### src/rtl/cpu_core_ctrl.sv
// Multi-cycle 8-register CPU control core: IDLE -> FETCH -> DECODE -> EXECUTE, with HALT.
// Optional BRA instruction (opcode 1110) is enabled by defining CPU_CORE_CTRL_BRANCH_EN.
module cpu_core_ctrl #(
  parameter int DATA_W = 16,
  parameter int PC_W   = 8
) (
  input  logic              clock,
  input  logic              reset_n,
  input  logic              run,
  output logic              imem_req,
  output logic [PC_W-1:0]   imem_addr,
  input  logic              imem_ack,
  input  logic [15:0]       imem_data,
  output logic [PC_W-1:0]   pc,
  output logic [2:0]        flags,
  output logic              halted,
  input  logic [2:0]        dbg_sel,
  output logic [DATA_W-1:0] dbg_data,
  output logic [2:0]        dbg_state
);

  typedef enum logic [2:0] {
    S_IDLE    = 3'd0,
    S_FETCH   = 3'd1,
    S_DECODE  = 3'd2,
    S_EXECUTE = 3'd3,
    S_HALT    = 3'd4
  } state_t;

  state_t            state, state_nxt;
  logic [DATA_W-1:0] regs [8];
  logic [15:0]       ir;
  logic [DATA_W-1:0] op_a, op_b;

  logic [1:0] cond;
  logic [3:0] opcode;
  logic [2:0] dest;
  logic [3:0] shamt;
  assign cond   = ir[15:14];
  assign opcode = ir[13:10];
  assign dest   = ir[9:7];
  assign shamt  = ir[3:0];

  logic              cond_pass;
  logic [DATA_W-1:0] alu_res;
  logic              alu_c;
  logic              wr_en, flag_en, halt_ex;
  logic [PC_W-1:0]   pc_nxt;
  logic [DATA_W:0]   sum, diff, shl_w, shr_w;
`ifdef CPU_CORE_CTRL_BRANCH_EN
  logic [PC_W-1:0]   bra_off;
`endif

  assign sum   = {1'b0, op_a} + {1'b0, op_b};
  assign diff  = {1'b0, op_a} - {1'b0, op_b};
  // The extra bit on each shift catches the last bit pushed out of the word.
  assign shl_w = {1'b0, op_a} << shamt;
  assign shr_w = {op_a, 1'b0} >> shamt;

  always_comb begin
    cond_pass = 1'b0;
    case (cond)
      2'b00: cond_pass = 1'b1;
      2'b01: cond_pass = flags[0];
      2'b10: cond_pass = ~flags[0];
      2'b11: cond_pass = flags[2];
      default: cond_pass = 1'b0;
    endcase
  end

  always_comb begin
    alu_res = '0;
    alu_c   = 1'b0;
    wr_en   = 1'b0;
    flag_en = 1'b0;
    halt_ex = 1'b0;
    pc_nxt  = pc + PC_W'(1);
`ifdef CPU_CORE_CTRL_BRANCH_EN
    bra_off = '0;
    for (int i = 0; i < PC_W; i++) bra_off[i] = ir[(i < 10) ? i : 9];
`endif
    case (opcode)
      4'h1: begin alu_res = sum[DATA_W-1:0];  alu_c = sum[DATA_W];   wr_en = 1'b1; flag_en = 1'b1; end
      4'h2: begin alu_res = diff[DATA_W-1:0]; alu_c = ~diff[DATA_W]; wr_en = 1'b1; flag_en = 1'b1; end
      4'h3: begin alu_res = op_a & op_b; wr_en = 1'b1; flag_en = 1'b1; end
      4'h4: begin alu_res = op_a | op_b; wr_en = 1'b1; flag_en = 1'b1; end
      4'h5: begin alu_res = op_a ^ op_b; wr_en = 1'b1; flag_en = 1'b1; end
      4'h6: begin alu_res = ~op_a;       wr_en = 1'b1; flag_en = 1'b1; end
      4'h7: begin alu_res = op_a;        wr_en = 1'b1; flag_en = 1'b1; end
      4'h8: begin alu_res = shl_w[DATA_W-1:0]; alu_c = shl_w[DATA_W]; wr_en = 1'b1; flag_en = 1'b1; end
      4'h9: begin alu_res = diff[DATA_W-1:0];  alu_c = ~diff[DATA_W]; flag_en = 1'b1; end
      4'hA: begin alu_res = shr_w[DATA_W:1];   alu_c = shr_w[0];      wr_en = 1'b1; flag_en = 1'b1; end
      4'hB: begin alu_res = {{(DATA_W-7){1'b0}}, ir[6:0]}; wr_en = 1'b1; end
`ifdef CPU_CORE_CTRL_BRANCH_EN
      4'hE: pc_nxt = pc + bra_off;
`endif
      4'hF: halt_ex = 1'b1;
      default: ;
    endcase
    // A failed condition turns any instruction into a plain pc increment.
    if (!cond_pass) begin
      wr_en   = 1'b0;
      flag_en = 1'b0;
      halt_ex = 1'b0;
      pc_nxt  = pc + PC_W'(1);
    end
  end

  always_comb begin
    state_nxt = state;
    case (state)
      S_IDLE:    if (run) state_nxt = S_FETCH;
      S_FETCH:   if (imem_ack) state_nxt = S_DECODE;
      S_DECODE:  state_nxt = S_EXECUTE;
      S_EXECUTE: state_nxt = halt_ex ? S_HALT : S_FETCH;
      S_HALT:    state_nxt = S_HALT;
      default:   state_nxt = S_IDLE;
    endcase
  end

  always_ff @(posedge clock) begin
    if (!reset_n) begin
      state <= S_IDLE;
      pc    <= '0;
      flags <= '0;
      ir    <= '0;
      op_a  <= '0;
      op_b  <= '0;
      for (int i = 0; i < 8; i++) regs[i] <= '0;
    end else begin
      state <= state_nxt;
      if (state == S_FETCH && imem_ack) ir <= imem_data;
      if (state == S_DECODE) begin
        op_a <= regs[ir[6:4]];
        op_b <= regs[ir[3:1]];
      end
      if (state == S_EXECUTE) begin
        if (!halt_ex) pc <= pc_nxt;
        if (wr_en) regs[dest] <= alu_res;
        if (flag_en) flags <= {alu_res[DATA_W-1], alu_c, (alu_res == '0)};
      end
    end
  end

  // Fetch handshake: request and address stay constant for as long as the
  // block sits in FETCH; the ack cycle is the last cycle of the request.
  assign imem_req  = (state == S_FETCH);
  assign imem_addr = pc;
  assign halted    = (state == S_HALT);
  assign dbg_data  = regs[dbg_sel];
  assign dbg_state = state;

endmodule

### config.mk
export PLATFORM = sky130hd
export DESIGN_NAME = cpu_core_ctrl
export DESIGN_NICKNAME = d
export VERILOG_FILES = /design/src/rtl/cpu_core_ctrl.sv
export SDC_FILE = /design/constraint.sdc
export NUM_CORES = 1
export LEC_CHECK = 0
export CAP_MARGIN = 20
export CORE_UTILIZATION = 50
export DETAILED_ROUTE_END_ITERATION = 6
export GPL_TIMING_DRIVEN = 0
export HOLD_SLACK_MARGIN = 0.15
export PLACE_DENSITY = 0.68
export SETUP_SLACK_MARGIN = 0.4
export SYNTH_ARGS = -nofsm -noshare
export SYNTH_HDL_FRONTEND = slang
export SYNTH_SLANG_ARGS = --single-unit
### constraint.sdc
create_clock -name clock -period 5.2 [get_ports clock]
set_input_delay 1.3 -clock clock [delete_from_list [all_inputs] [get_ports clock]]
set_output_delay 1.3 -clock clock [all_outputs]
set_load 0.1 [all_outputs]
Yosys cells after proc, flatten, opt, wreduce, memory -nomap -nowiden --
Memories as Yosys holds them, arrays and structs flattened. A register that Yosys moved wholly into a read port is not among the register bits. Cells that the tools add are included.
Word-level totals: bits in registers 30, bits in writable memories 128, input port bits 23, output and inout bits 40, memories kept 1
Operators by class: add/subtract/negate cells 3, equality and inequality tests 21, shift operators 2, multiplexer cells 21, bitwise gates (word level) 7, reduce and logical (&&, ||, !) cells 13
Memory list:
- regs | depth 8, bits a word 16, read ports 3, clocked after memory_dff 2, wr ports 8, RTL line 31 | logic [DATA_W-1:0] regs [8];
Operators by type and width (count):
- 16-bit case mux with 10 select lines | 1
- 4-bit == test (second input constant) | 5
- 10-bit OR reduction | 2
- 16-bit by 16-bit adder with 17-bit output | 1
- 16-bit by 4-bit << shifter with 17-bit output | 1
- 17-bit by 4-bit >> shifter with 17-bit output | 1
- 16-bit by 16-bit subtractor with 17-bit output | 1
- 16-bit bitwise AND | 1
- 4-bit by 3-bit == test with 1-bit output (second input constant) | 4
- 16-bit zero test | 1
- 16-bit 2-to-1 mux | 1
- 16-bit inverter | 1
- 16-bit bitwise OR | 1
- 16-bit OR reduction | 1
- 16-bit bitwise XOR | 1
- 3-bit case mux with 5 select lines | 1
- 1-bit 2-to-1 mux | 12
- 3-bit 2-to-1 mux | 4
- 8-bit by 1-bit adder with 8-bit output (second input constant) | 1
- 4-bit by 2-bit == test with 1-bit output (second input constant) | 2
- 1-bit case mux with 4 select lines | 2
- 3-bit by 2-bit == test with 1-bit output (second input constant) | 2
- 2-bit AND reduction | 3
- 2-bit == test (second input constant) | 2
- other kinds (12) | 15

Depth between registers and ports, before layout --
word-level depth 10, depth in mapped cells 16

Least setup slack after synthesis --
No wires, ideal clock.
path kind register -> output, start register state[2], in the netlist dbg_state[2], end output halted, arrival 3.330 ns, required time 3.900 ns, path slack 0.570 ns, cell stages (with the launch flop) 2, path buffers 0, path through dfxtp_1 > nor3b_1
Between the ends: cells in the longest elaborated chain, start to end 1
RTL lines:
- start: declaration | RTL line 30 | state_t state, state_nxt;
- start signal: assignment | RTL line 131 | state <= state_nxt;
- 3-bit == test | RTL line 149 | assign halted = (state == S_HALT);
- end: declaration | RTL line 16 | output logic halted,
Every way passes these cells.

Final worst setup path --
start input dbg_sel[1], end output dbg_data[3]
Between the ends: cells in the longest elaborated chain, start to end 1
RTL lines:
- start: declaration | RTL line 17 | input logic [2:0] dbg_sel,
- memory read 8 x 16 bit
- end: declaration | RTL line 18 | output logic [DATA_W-1:0] dbg_data,
Every way passes these cells.

==> run metrics <==
status=finished clean; Worst Tran Pin Value=1110 ps; clock latency on the worst-skew pair=450 ps; Worst Clk Skew=14.9 ps; Placeable Area=0.0281 mm^2; # rows=61; Via Count=12.2k; asr flop ratio synth=0; die width=172 um; vias in the first global route=11.9k; CTS buffer count=17; post-layout min period=4790 ps; Max-Cap Viols=0; FF/Latch Area=0.00508 mm^2; Hold Path Class=flop to flop; initial DRC count=1697; area occupied by multi-input gates=0.00853 mm^2; post-layout util=0.575; number of nets still failing antenna checks after routing=0; EDFF count, synth=128; Final Hold Vio Count=0; Fmax=209 MHz; hold endpoint=ir[14]; slew margin rel.=0.257; first-pass GRT wire length=71900 um; Synth warnings=0; count of mapped cells out of synthesis=1397; syn_nets=1473; Syn-to-layout area delta=11.8%; WP data required=3900 ps; H-tree lvl count=4; WP data arrival=3490 ps; RePlAce Congestion=1.01; share of the yosys chip area belonging to registers=0.352; R2R Path Start=op_a[0]; commonest register cell after synthesis=edfxtp_1; leakage power=5.84 nW; setup TNS=0 ps; largest net degree at the start of global routing=19; RSZ-0062 raised after global routing=false; root buffer cell=clkbuf_16; Post-CTS Setup Bufs=0; initial antenna violation count=0; R2R setup slack=620 ps; Crit. End Element=output port; Setup crit start=dbg_sel[1]; Final Max Tran Viols=0; reg2reg end=flags[0]; GRT overflow=0; Hold Crit Depth=2; maximum VDD drop=0.000223 V; CP Max Fanout=10; Die ar.=0.0296 mm^2; Initial Util=0.514; Nets=1551; Startpoint Class=input port; DR vias/cell=6.55; Final setup viols=0; FF+latch count, synth=190; Port Buffers=59; Cells after DPL=1834; DP HPWL=36800 um; share of cells above drive strength 1=0.174; post-route insts no fill=1866; pwr/cell area=255 mW/mm^2; HP Start=ir[14]; IO Count=63; part of the cycle the worst path needs=0.922; critical path type=input port to output port; Reg2Reg Depth=12; CTS tree=done; Hold WS=489 ps; CTS Buffer Depth=2; Filler cells=2484; number of remaining DRC errors=0; DR pass1 iterations=6; Synth cell types=90; CTS sink count=190; GR Util All Layers=0.328; chip height=172 um; clk slew on worst S/H paths=80 ps; Post-Syn Area=0.0144 mm^2; # hold bufs at CTS=0; ant diodes=0; Mean Syn Cell Area=10.3 um^2; DR WL/cell=25.2 um; WL final=47100 um
-- power breakdown --
group / leakage, nW / internal, mW / switching (mW) / total [mW]
Sequential: 1.82 / 1.66 / 0.0609 / 1.73
Combinational: 3.72 / 0.364 / 0.654 / 1.02
Clock: 0.297 / 0.729 / 0.648 / 1.38
Total: 5.84 / 2.76 / 1.36 / 4.12
-- layer usage --
| layer | wire length, um | global-route usage | up-vias |
|---|---|---|---|
| met2 | 22200 | 0.531 | 732 |
| met3 | 3940 | 0.0538 | 141 |
| met5 | 0 | 0 | - |
| met1 | 19000 | 0.437 | 5984 |
| met4 | 1890 | 0.138 | 0 |
| li1 | - | - | 5374 |
-- flip-flops by register name, summed over array words and instances, names as in the netlist --
| signal | count |
|---|---|
| regs | 128 |
| ir | 16 |
| op_a | 16 |
| op_b | 16 |
| imem_addr | 8 |
| dbg_state | 3 |
| flags | 3 |
-- cells in the final DEF (no fill, tap or decap), drive strengths merged, types with 16 or more instances in the layout --
cell type        n
nor2           202
nand2          131
edfxtp         128
mux4           106
clkbuf          87
mux2i           71
inv             63
dfxtp           62
buf             59
ha              51
a21oi           50
o21ai           44
clkdlybuf4s50   43
o211a           33
mux2            28
a211oi          19
nand3           18
nand2b          18
nor3            18
clkdlybuf4s15   17
a21boi          16
-- metrics by stage --
stage                     worst slack (ps)  power [mW]  cell area [um^2]
final                                  405        4.12             16100
after global routing                   401        4.25             16100
after floorplan                        570        2.46             14400
after detailed placement              -327        2.75             15500
after CTS                              417        4.10             16200
after global placement                -320        2.74             15500
-- synth_stat cells (13+ instances only) --
cell      number  area, um^2
nor2_1       201         754
nand2_1      131         492
edfxtp_1     128        3840
mux4_2       106        2390
clkbuf_1      69         259
mux2i_1       69         691
dfxtp_1       62        1240
inv_1         55         206
ha_1          51         638
a21oi_1       48         240
o21ai_0       37         185
o211a_1       33         330
buf_2         31         155
mux2_2        23         259
nand2b_1      18         113
nand3_1       18        90.1
nor3_1        18        90.1
a211oi_1      17         128
a21boi_0      16         120
nor2b_1       15        93.8
buf_1         13        48.8
-- layout make-up --
type,count,area share
Multi-Input combinational cell,1021,0.528
Sequential cell,190,0.315
Buffer,130,0.0394
Timing Repair Buffer,59,0.0378
Tap cell,378,0.0293
Clock buffer,18,0.0266
Inverter,56,0.0130
Clock inverter,14,0.0108
-- how the worst max path moves through the flow --
stage                        to
finish              dbg_data[3]
global route        dbg_data[0]
CTS                 dbg_data[3]
detailed placement  dbg_data[5]
global placement    dbg_data[6]
floorplan                halted
-- timing repair --
item                                    in CTS  in global routing
endpoints found under the setup margin      16                 12
cloned                                       0                  0
resized for setup                           57                  3
-- critical path: stages --
cell and delay (ps):
clkdlybuf4s50_1 650, clkbuf_2 390, mux4_2 360, mux2_2 300, clkdlybuf4s15_2 470
-- logic make-up (layout without fill, tap and decap cells) --
group / after synthesis / after routing / share of synthesized area
adders and majority gates: 53 / 53 / 0.0470
AOI/OAI and AO/OA: 289 / 289 / 0.149
DFF: 190 / 190 / 0.352
buffers and inverters: 186 / 277 / 0.0573
and+or+nand+nor: 462 / 462 / 0.148
xor gates and xnor gates: 12 / 12 / 0.00728
muxes: 205 / 205 / 0.239
Power figures use the tool's default switching activity.
